**config.mk**
```make
export PLATFORM = sky130hd
export DESIGN_NAME = dmx_tx_engine_flat
export DESIGN_NICKNAME = d
export VERILOG_FILES = /design/src/rtl/dmx_tx_engine_if.sv /design/src/rtl/dmx_tx_engine.sv /design/src/flat_wrapper.sv
export SDC_FILE = /design/constraint.sdc
export NUM_CORES = 1
export LEC_CHECK = 0
export CAP_MARGIN = 10
export CELL_PAD_IN_SITES_DETAIL_PLACEMENT = 1
export CELL_PAD_IN_SITES_GLOBAL_PLACEMENT = 2
export CORE_AREA = 2 2 166 168
export CTS_CLUSTER_DIAMETER = 80
export DETAILED_ROUTE_END_ITERATION = 16
export DIE_AREA = 0 0 168 170
export PLACE_DENSITY = 0.62
export SYNTH_ARGS = -nofsm -noshare
export SYNTH_HDL_FRONTEND = slang
export SYNTH_SLANG_ARGS = --single-unit
```
**constraint.sdc**
```tcl
create_clock -name i_clk12 -period 3.92 [get_ports i_clk12]
set_clock_uncertainty 0.15 [all_clocks]
set_input_delay 0.588 -clock i_clk12 [delete_from_list [all_inputs] [get_ports i_clk12]]
set_output_delay 0.588 -clock i_clk12 [all_outputs]
set_load 0.02 [all_outputs]
```
**src/rtl/dmx_tx_engine_if.sv**
```systemverilog
// Control/write bus and line outputs of the DMX512 transmitter.
// The master side writes slots and requests frames; the slave side drives the line.
interface dmx_tx_engine_if #(
    parameter int ADDR_W = 4
);
    logic              enable;
    logic              wr_en;
    logic [ADDR_W-1:0] wr_addr;
    logic [7:0]        wr_data;
    logic              dmx_tx;
    logic              dmx_gate;
    logic              frame_start;
    logic              busy;

    modport master (
        output enable, wr_en, wr_addr, wr_data,
        input  dmx_tx, dmx_gate, frame_start, busy
    );

    modport slave (
        input  enable, wr_en, wr_addr, wr_data,
        output dmx_tx, dmx_gate, frame_start, busy
    );
endinterface

```
**src/rtl/dmx_tx_engine.sv**
```systemverilog
// DMX512 frame generator: break, mark-after-break, start code and N_SLOTS data slots
// (8N2, LSB first) from an internal slot buffer, with continuous refresh while enabled.
module dmx_tx_engine #(
    parameter int CLK_HZ     = 12000000,
    parameter int N_SLOTS    = 16,
    parameter int BIT_CLKS   = CLK_HZ / 250000,
    parameter int BREAK_CLKS = 1200,
    parameter int MAB_CLKS   = 144,
    parameter int ADDR_W     = (N_SLOTS > 1) ? $clog2(N_SLOTS) : 1
) (
    input logic                 i_clk12,
    input logic                 i_rst,
    dmx_tx_engine_if.slave      io_bus
);

    localparam int IDX_W    = (N_SLOTS > 1) ? $clog2(N_SLOTS) : 1;
    localparam int SLOT_W   = $clog2(N_SLOTS + 1);
    localparam int MAX_A    = (BREAK_CLKS > MAB_CLKS) ? BREAK_CLKS : MAB_CLKS;
    localparam int MAX_CLKS = (MAX_A > BIT_CLKS) ? MAX_A : BIT_CLKS;
    localparam int PH_W     = (MAX_CLKS > 1) ? $clog2(MAX_CLKS) : 1;

    localparam logic [PH_W-1:0]   BREAK_LAST = PH_W'(BREAK_CLKS - 1);
    localparam logic [PH_W-1:0]   MAB_LAST   = PH_W'(MAB_CLKS - 1);
    localparam logic [PH_W-1:0]   BIT_LAST   = PH_W'(BIT_CLKS - 1);
    localparam logic [SLOT_W-1:0] SLOT_LAST  = SLOT_W'(N_SLOTS);
    localparam logic [ADDR_W:0]   N_SLOTS_A  = (ADDR_W + 1)'(N_SLOTS);

    typedef enum logic [1:0] {S_IDLE, S_BREAK, S_MAB, S_SLOT} state_t;

    state_t            r_state, w_nxt_state;
    logic [PH_W-1:0]   r_phase, w_nxt_phase;
    logic [3:0]        r_bit,   w_nxt_bit;
    logic [SLOT_W-1:0] r_slot,  w_nxt_slot;
    logic [7:0]        r_buf [N_SLOTS];
    logic [7:0]        r_byte;
    logic [7:0]        w_slot_val;
    logic              w_tx_nxt;
    logic              w_wr_ok;
    logic              r_tx, r_gate, r_fs, r_busy;

    assign w_wr_ok = io_bus.wr_en && ({1'b0, io_bus.wr_addr} < N_SLOTS_A);

    always_ff @(posedge i_clk12) begin
        if (i_rst) begin
            for (int i = 0; i < N_SLOTS; i++) r_buf[i] <= 8'h00;
        end else if (w_wr_ok) begin
            r_buf[IDX_W'(io_bus.wr_addr)] <= io_bus.wr_data;
        end
    end

    // Slot 0 is the start code; slot k carries buffer entry k-1.
    always_comb begin
        w_slot_val = 8'h00;
        if (r_slot != '0) w_slot_val = r_buf[IDX_W'(r_slot - SLOT_W'(1))];
    end

    // Latching at the end of the first start-bit cycle makes a same-cycle write land next frame.
    always_ff @(posedge i_clk12) begin
        if (r_state == S_SLOT && r_phase == '0 && r_bit == 4'd0) r_byte <= w_slot_val;
    end

    always_comb begin
        w_nxt_state = r_state;
        w_nxt_phase = r_phase;
        w_nxt_bit   = r_bit;
        w_nxt_slot  = r_slot;
        case (r_state)
            S_IDLE: begin
                if (io_bus.enable) begin
                    w_nxt_state = S_BREAK;
                    w_nxt_phase = '0;
                end
            end
            S_BREAK: begin
                if (r_phase == BREAK_LAST) begin
                    w_nxt_state = S_MAB;
                    w_nxt_phase = '0;
                end else begin
                    w_nxt_phase = r_phase + PH_W'(1);
                end
            end
            S_MAB: begin
                if (r_phase == MAB_LAST) begin
                    w_nxt_state = S_SLOT;
                    w_nxt_phase = '0;
                    w_nxt_bit   = 4'd0;
                    w_nxt_slot  = '0;
                end else begin
                    w_nxt_phase = r_phase + PH_W'(1);
                end
            end
            default: begin
                if (r_phase == BIT_LAST) begin
                    w_nxt_phase = '0;
                    if (r_bit == 4'd10) begin
                        w_nxt_bit = 4'd0;
                        if (r_slot == SLOT_LAST) begin
                            w_nxt_slot  = '0;
                            w_nxt_state = io_bus.enable ? S_BREAK : S_IDLE;
                        end else begin
                            w_nxt_slot = r_slot + SLOT_W'(1);
                        end
                    end else begin
                        w_nxt_bit = r_bit + 4'd1;
                    end
                end else begin
                    w_nxt_phase = r_phase + PH_W'(1);
                end
            end
        endcase

        // Line level for the cycle being entered, so the output register needs no decode.
        w_tx_nxt = 1'b1;
        case (w_nxt_state)
            S_BREAK: w_tx_nxt = 1'b0;
            S_SLOT: begin
                if (w_nxt_bit == 4'd0)      w_tx_nxt = 1'b0;
                else if (w_nxt_bit <= 4'd8) w_tx_nxt = r_byte[3'(w_nxt_bit - 4'd1)];
                else                        w_tx_nxt = 1'b1;
            end
            default: w_tx_nxt = 1'b1;
        endcase
    end

    always_ff @(posedge i_clk12) begin
        if (i_rst) begin
            r_state <= S_IDLE;
            r_phase <= '0;
            r_bit   <= 4'd0;
            r_slot  <= '0;
            r_tx    <= 1'b1;
            r_gate  <= 1'b0;
            r_fs    <= 1'b0;
            r_busy  <= 1'b0;
        end else begin
            r_state <= w_nxt_state;
            r_phase <= w_nxt_phase;
            r_bit   <= w_nxt_bit;
            r_slot  <= w_nxt_slot;
            r_tx    <= w_tx_nxt;
            r_gate  <= (w_nxt_state != S_IDLE);
            r_busy  <= (w_nxt_state != S_IDLE);
            r_fs    <= (w_nxt_state == S_BREAK) && (r_state != S_BREAK);
        end
    end

    assign io_bus.dmx_tx      = r_tx;
    assign io_bus.dmx_gate    = r_gate;
    assign io_bus.frame_start = r_fs;
    assign io_bus.busy        = r_busy;

endmodule

```
**src/flat_wrapper.sv**
```systemverilog
// flat-port wrapper written by rule: the top's interface ports become plain ports
module dmx_tx_engine_flat 
#(
    parameter int CLK_HZ     = 12000000,
    parameter int N_SLOTS    = 16,
    parameter int BIT_CLKS   = CLK_HZ / 250000,
    parameter int BREAK_CLKS = 1200,
    parameter int MAB_CLKS   = 144,
    parameter int ADDR_W     = (N_SLOTS > 1) ? $clog2(N_SLOTS) : 1
)
  (i_clk12, i_rst, io_bus_enable, io_bus_wr_en, io_bus_wr_addr, io_bus_wr_data, io_bus_dmx_tx, io_bus_dmx_gate, io_bus_frame_start, io_bus_busy);
  dmx_tx_engine_if #(.ADDR_W(ADDR_W)) io_bus_i ();
  input logic i_clk12;
  input logic i_rst;
  input wire logic [$bits(io_bus_i.enable)-1:0] io_bus_enable;
  input wire logic [$bits(io_bus_i.wr_en)-1:0] io_bus_wr_en;
  input wire logic [$bits(io_bus_i.wr_addr)-1:0] io_bus_wr_addr;
  input wire logic [$bits(io_bus_i.wr_data)-1:0] io_bus_wr_data;
  output wire logic [$bits(io_bus_i.dmx_tx)-1:0] io_bus_dmx_tx;
  output wire logic [$bits(io_bus_i.dmx_gate)-1:0] io_bus_dmx_gate;
  output wire logic [$bits(io_bus_i.frame_start)-1:0] io_bus_frame_start;
  output wire logic [$bits(io_bus_i.busy)-1:0] io_bus_busy;
  assign io_bus_i.enable = io_bus_enable;
  assign io_bus_i.wr_en = io_bus_wr_en;
  assign io_bus_i.wr_addr = io_bus_wr_addr;
  assign io_bus_i.wr_data = io_bus_wr_data;
  assign io_bus_dmx_tx = io_bus_i.dmx_tx;
  assign io_bus_dmx_gate = io_bus_i.dmx_gate;
  assign io_bus_frame_start = io_bus_i.frame_start;
  assign io_bus_busy = io_bus_i.busy;
  dmx_tx_engine #(.CLK_HZ(CLK_HZ), .N_SLOTS(N_SLOTS), .BIT_CLKS(BIT_CLKS), .BREAK_CLKS(BREAK_CLKS), .MAB_CLKS(MAB_CLKS), .ADDR_W(ADDR_W)) u_core (.i_clk12(i_clk12), .i_rst(i_rst), .io_bus(io_bus_i));
endmodule
```
=== Yosys cells after proc, flatten, opt, wreduce, memory -nomap -nowiden ===
Memory sizes are Yosys's and may differ from the RTL's. A register that Yosys moved wholly into a read port is not among the register bits.
Cells that the tools add are included.

* Reduce and logical (&&, ||, !) cells: 15
* $lt $le $gt $ge: 2
* Bitwise logic cells: 1
* Add/sub/neg operators: 5
* Multiplexer cells: 35
* Equal/unequal tests: 13

{| class="wikitable"
|+ Operators by type and width
! cell !! number
|-
| $mux W11 || 4
|-
| $pmux W11 S3 || 1
|-
| $mux W5 || 4
|-
| $mux W4 || 4
|-
| $mux W2 || 6
|-
| $add A11 B1 Y11 const B || 1
|-
| $eq A11 B11 Y1 const B || 1
|-
| $eq A11 B6 Y1 const B || 1
|-
| $eq A11 B8 Y1 const B || 1
|-
| $logic_not A11 Y1 || 1
|-
| $mux W1 || 10
|-
| $pmux W5 S2 || 1
|-
| $logic_not A4 Y1 || 2
|-
| $mux W8 || 1
|-
| $pmux W4 S2 || 1
|-
| $reduce_or A8 Y1 || 1
|-
| $eq A2 B2 Y1 const B || 3
|-
| $pmux W2 S3 || 1
|-
| $reduce_bool A2 Y1 || 3
|-
| $add A5 B1 Y5 const B || 1
|-
| $eq A5 B5 Y1 const B || 1
|-
| $reduce_bool A5 Y1 || 1
|-
| $add A4 B1 Y4 const B || 1
|-
| $eq A2 B1 Y1 const B || 2
|-
| 15 further kinds || 18
|}

* Bits of input ports: 16
* Logic and storage cells: 79
* Memories kept: 1
* RAM bits: 128
* Register bits after elaboration: 25
* Output and inout bits: 4

{| class="wikitable"
|+ Memory list
! memory !! words !! width !! read ports !! clocked after Yosys merged registers in !! write ports !! line !! text
|-
| u_core.r_buf || 16 || 8 || 1 || 1 || 16 || dmx_tx_engine.sv:34 || <nowiki>logic [7:0] r_buf [N_SLOTS];</nowiki>
|}

=== Logic depth before layout (Yosys ltp) ===
Gate-level depths: netlist of run 1.

* Word-level depth: 10
* Gate-level depth with buffers: 14
* Gate-level depth less buffers: 12

=== Least setup slack after synthesis of run 1 ===
Ideal clock, no wire load.

* Kind: register to register
* From: register u_core.r_phase[1]
* To: register u_core.r_tx, in the netlist u_core.io_bus.dmx_tx
* Clock period less this slack: 3.526 ns
* Setup time: 0.116 ns
* Setup slack: 0.394 ns
* Cell stages (with the launch flop): 14
* Data arrival time: 3.260 ns
* Path buffers: 2
* Data required time: 3.654 ns
* Cell sequence: dfxtp_1 ha_1 and4_2 clkbuf_1 and3_1 nor3b_1 o21ai_0 ha_1 clkbuf_1 mux4_2 mux2_1 a21oi_1 o31ai_1 a31o_1

* Cells in the longest elaborated chain, start to end: 9
* Elaborated cells between the ends (all ways): 20
* Those cells by class: add/sub: 1; order compare: 1; eq/ne: 5; mux: 12; reduce/logical: 1

{| class="wikitable"
|+ RTL lines
! item !! line !! text
|-
| start, declared || dmx_tx_engine.sv:31 || <nowiki>logic [PH_W-1:0] r_phase, w_nxt_phase;</nowiki>
|-
| start signal, assigned || dmx_tx_engine.sv:137 || <nowiki>r_phase <= w_nxt_phase;</nowiki>
|-
| $eq A11 B6 Y1 or $eq A11 B8 Y1 (tied branches) || dmx_tx_engine.sv:93, dmx_tx_engine.sv:83 ||
|-
| $mux W4 (on tied branches) || dmx_tx_engine.sv:93, dmx_tx_engine.sv:83 ||
|-
| $pmux W4 S2 || dmx_tx_engine.sv:67 || <nowiki>case (r_state)</nowiki>
|-
| $sub A3 B1 Y3 || dmx_tx_engine.sv:118 || <nowiki>else if (w_nxt_bit <= 4'd8) w_tx_nxt = r_byte[3'(w_nxt_bit - 4'd1)];</nowiki>
|-
| $bmux W1 S3 || dmx_tx_engine.sv:118 ||
|-
| $mux W1 (implied by the code) || dmx_tx_engine.sv:118 ||
|-
| $mux W1 || dmx_tx_engine.sv:118 ||
|-
| $mux W1 || dmx_tx_engine.sv:117 || <nowiki>if (w_nxt_bit == 4'd0) w_tx_nxt = 1'b0;</nowiki>
|-
| $pmux W1 S2 * || dmx_tx_engine.sv:114 || <nowiki>case (w_nxt_state)</nowiki>
|-
| end signal, assigned || dmx_tx_engine.sv:140 || <nowiki>r_tx <= w_tx_nxt;</nowiki>
|-
| end, declared || dmx_tx_engine.sv:39 || <nowiki>logic r_tx, r_gate, r_fs, r_busy;</nowiki>
|}

Mark *: on every way between the ends. The rest lies on a longest branch, timed or not. The select of a mux whose other input is x is not followed.
A chain may end at the register's enable or synchronous reset.

=== Worst setup path in the final report of run 1 ===
Same ends and word-level chain as after synthesis.

==> results of run 1 <==
[layer usage]
metal | wire length, um | global-route usage [%] | share of wire [%]
met3 | 540 | 2.70 | 2.8
met5 | 0 | 0 | 0
met2 | 9930 | 25.6 | 51
met1 | 8860 | 18.4 | 45
met4 | 162 | 4.12 | 0.83
[power groups by stage]
stage / registers [mW] / clock network (mW) / logic (mW)
2_1_floorplan: 2.00 / 0 / 0.120
3_3_place_gp: 2.00 / 0 / 0.219
3_5_place_dp: 2.01 / 0 / 0.222
4_1_cts: 1.97 / 1.69 / 0.222
5_1_grt: 1.97 / 1.75 / 0.240
6_report: 1.97 / 1.64 / 0.216
[how the worst max path moves through the flow]
stage	startpoint	endpoint	slack, ns
floorplan	u_core.r_phase[1]	u_core.io_bus.dmx_tx	0.39
global placement	u_core.r_phase[5]	u_core.io_bus.dmx_tx	0.37
detailed placement	u_core.r_phase[1]	u_core.io_bus.dmx_tx	0.25
CTS	u_core.r_phase[5]	u_core.io_bus.dmx_tx	0.23
global route	u_core.r_phase[5]	u_core.io_bus.dmx_tx	0.04
finish	u_core.r_phase[1]	u_core.io_bus.dmx_tx	0.29
[flip-flops by register name, summed over array words and instances, names as in the netlist, 2 cells and up]
name,cells
u_core.r_buf,128
u_core.r_phase,11
u_core.r_byte,8
u_core.r_slot,5
u_core.r_bit,4
u_core.r_state,2
[cells by family after synthesis]
group	count (synthesis)	share of synthesized area, %
flops	161	58.1
buf+inv	43	2.33
mux	49	11.7
xor+xnor	16	1.78
compound gates	44	4.01
simple gates	278	20.4
fa+ha+maj	10	1.59
[cell type report]
| class | instances | area share [%] |
|---|---|---|
| timing repair buffer | 40 | 3.82 |
| inverter | 10 | 0.412 |
| tap | 341 | 4.68 |
| clock inverter | 15 | 1.74 |
| multi-input combinational | 397 | 34.3 |
| sequential | 161 | 50.3 |
| clock buffer | 17 | 4.67 |
[critical path: stages (launching register included)]
cell and delay, ns:
dfxtp_1 0.38, ha_1 0.23, and4_2 0.32, and3_1 0.22
nor3b_1 0.26, o21ai_0 0.20, ha_2 0.48, mux4_2 0.53
mux2_1 0.34, a21oi_1 0.13, o31ai_1 0.09, a31o_1 0.20
[layout by cell type, fill, tap and decap left out, types with 10 or more instances in the layout]
cell type and n:
and2_1 129, nand2_1 16, mux4_2 33, nand3_1 14, clkbuf_16 17, inv_1 10, nor3_1 13, or2_2 16
dfxtp_1 24, buf_4 21, clkdlybuf4s50_1 19, nor2b_1 10, mux2i_1 11, edfxtp_1 136, a211oi_1 17, nor2_1 41
[timing repair]
item,4_1_cts,5_1_grt
endpoints found under the setup margin,0,1
endpoints found under the hold margin,0,0
buffers inserted,0,0
resized for setup,0,1
[metrics by stage]
step / power [mW] / std cells / instance area [um2] / worst slack (ns) / util [%]
global route: 3.97 / 981 / 9110 / 0.0358 / 34.2
detailed placement: 2.23 / 949 / 8520 / 0.250 / 32.0
finish: 3.82 / 981 / 9110 / 0.287 / 34.2
global placement: 2.22 / 949 / 8520 / 0.366 / 32.0
floorplan: 2.12 / 601 / 7890 / 0.394 / -
CTS: 3.88 / 981 / 9110 / 0.230 / 34.2
==> results.yml, run 1 <==
pwr:
  switching_share_pct: 24.6
  pwr-share-seq_pct: 51.5
  leakage_nw: 3.09
  irDropWorstVdd_mv: 0.246
  p_per_area_mw_per_mm2: 419
  power_frac_comb_pct: 5.7
  p_switching_mw: 0.940
  intPower_mw: 2.88
  clock_power_share_pct: 42.9
worst_hold_path:
  holdCritPathClass: "reg2reg"
  min_to: "u_core.r_phase[1]"
  min_from: "u_core.r_phase[1]"
  hold_path_depth: 2
finish:
  area_growth_syn_to_layout_pct: 15.5
  final_nets: 653
  drive_above_1_share_pct: 17.8
  multi_input_area_mm2: 0.00313
  fillers: 2823
  register_area_mm2: 0.00459
  antenna_cells: 0
die:
  num_io_pins: 20
  fp.dieH_um: 170
  row_count: 60
  core-area_mm2: 0.0267
  die_w_um: 168
  die-area_mm2: 0.0286
  start_util_pct: 29.6
timing:
  fin_crit_sh_pct: 92.7
  rsz0062_at_grt: "false"
  maxSlewHeadroom_pct: 27.0
  worstMarginPinSlew_ns: 1.09
  drv_slew: 0
  fin_setup_tns_ns: 0
  max_freq_ghz: 0.275
  setup_viol: 0
  finalHoldViolations: 0
  fin_hold_ws_ns: 0.363
  post-route-min-period_ns: 3.63
cts:
  holdBufCountCts: 0
  insertion_delay_ns: 0.44
  cts.sinks: 161
  ctsHtreeMaxLevel: 4
  clk_pin_slew_ns: 0.07
  cts-root-buf: "clkbuf_16"
  clk_path_buf_depth: 2
  cts_tree: "done"
  cts_inserted_buffers: 17
drt:
  routed_wl_um: 19500
  drc: 0
  detailroute.via_count: 4751
  initialDrtViolationCount: 275
  wl_per_cell_um: 19.9
  ant_nets: 0
  viasPerCell: 4.84
  firstDrtPassIters: 4
worst_setup_path:
  critPathCaptureType: "flop"
  cp_data_arrival_time_ns: 3.80
  rr_worst_depth: 11
  r2r-start: "u_core.r_phase[1]"
  crit_required_ns: 4.09
  reg2reg_to: "u_core.io_bus.dmx_tx"
  path_max_fanout: 8
  cp-start-kind: "flop"
  reg2reg_slack_ns: 0.29
  crit_type: "reg2reg"
placed_design:
  place_congestion: 0.731
  dp.final_hpwl_um: 13700
  io_buffers: 19
logic_synthesis:
  ys_types: 52
  netlist.top_cell.by_area: "edfxtp_1"
  seq_area_frac_synth_pct: 58.1
  async_reset_ff_share_pct: 0
  synthesis.instances: 601
  synth_edf_count: 136
  synth_fp_nets: 627
  synthesis.area_mm2: 0.00789
  yosys_warnings: 0
  synth_commonest_cells: "edfxtp_1, and2_1, nor2_1"
  syn_avg_cell_area_um2: 13.1
  synth_seq_cells: 161
  synth_top_area_share_pct: 51.8
  synth.most_common_cell: "edfxtp_1"
  ys.flop_type: "edfxtp_1"
  synthTopCellsByArea: "edfxtp_1, and2_1, mux4_2, dfxtp_1, nor2_1"
grt:
  grt_max_degree: 37
  grt_pass1_wl_um: 30900
  track_usage_pct: 14.6
  grt-ovfl-total: 0
  first_global_vias: 5228
  antenna_found_initial: 0
run_status:
  outcome: "complete, no violations"
job:
  maxCapViolations: 0
(Power assumes the default switching activity.)
==> inputs of run 2 (changes only) <==
--- a/constraint.sdc
+++ b/constraint.sdc
@@ -3,3 +3,3 @@
 set_input_delay 0.588 -clock i_clk12 [delete_from_list [all_inputs] [get_ports i_clk12]]
 set_output_delay 0.588 -clock i_clk12 [all_outputs]
-set_load 0.02 [all_outputs]
+set_load 0.1 [all_outputs]
==> results of run 2 <==
Same layout as run 1 (identical final DEF). Status: complete, no violations.
Main changes from that run: total power 3.82 mW -> 3.86 mW
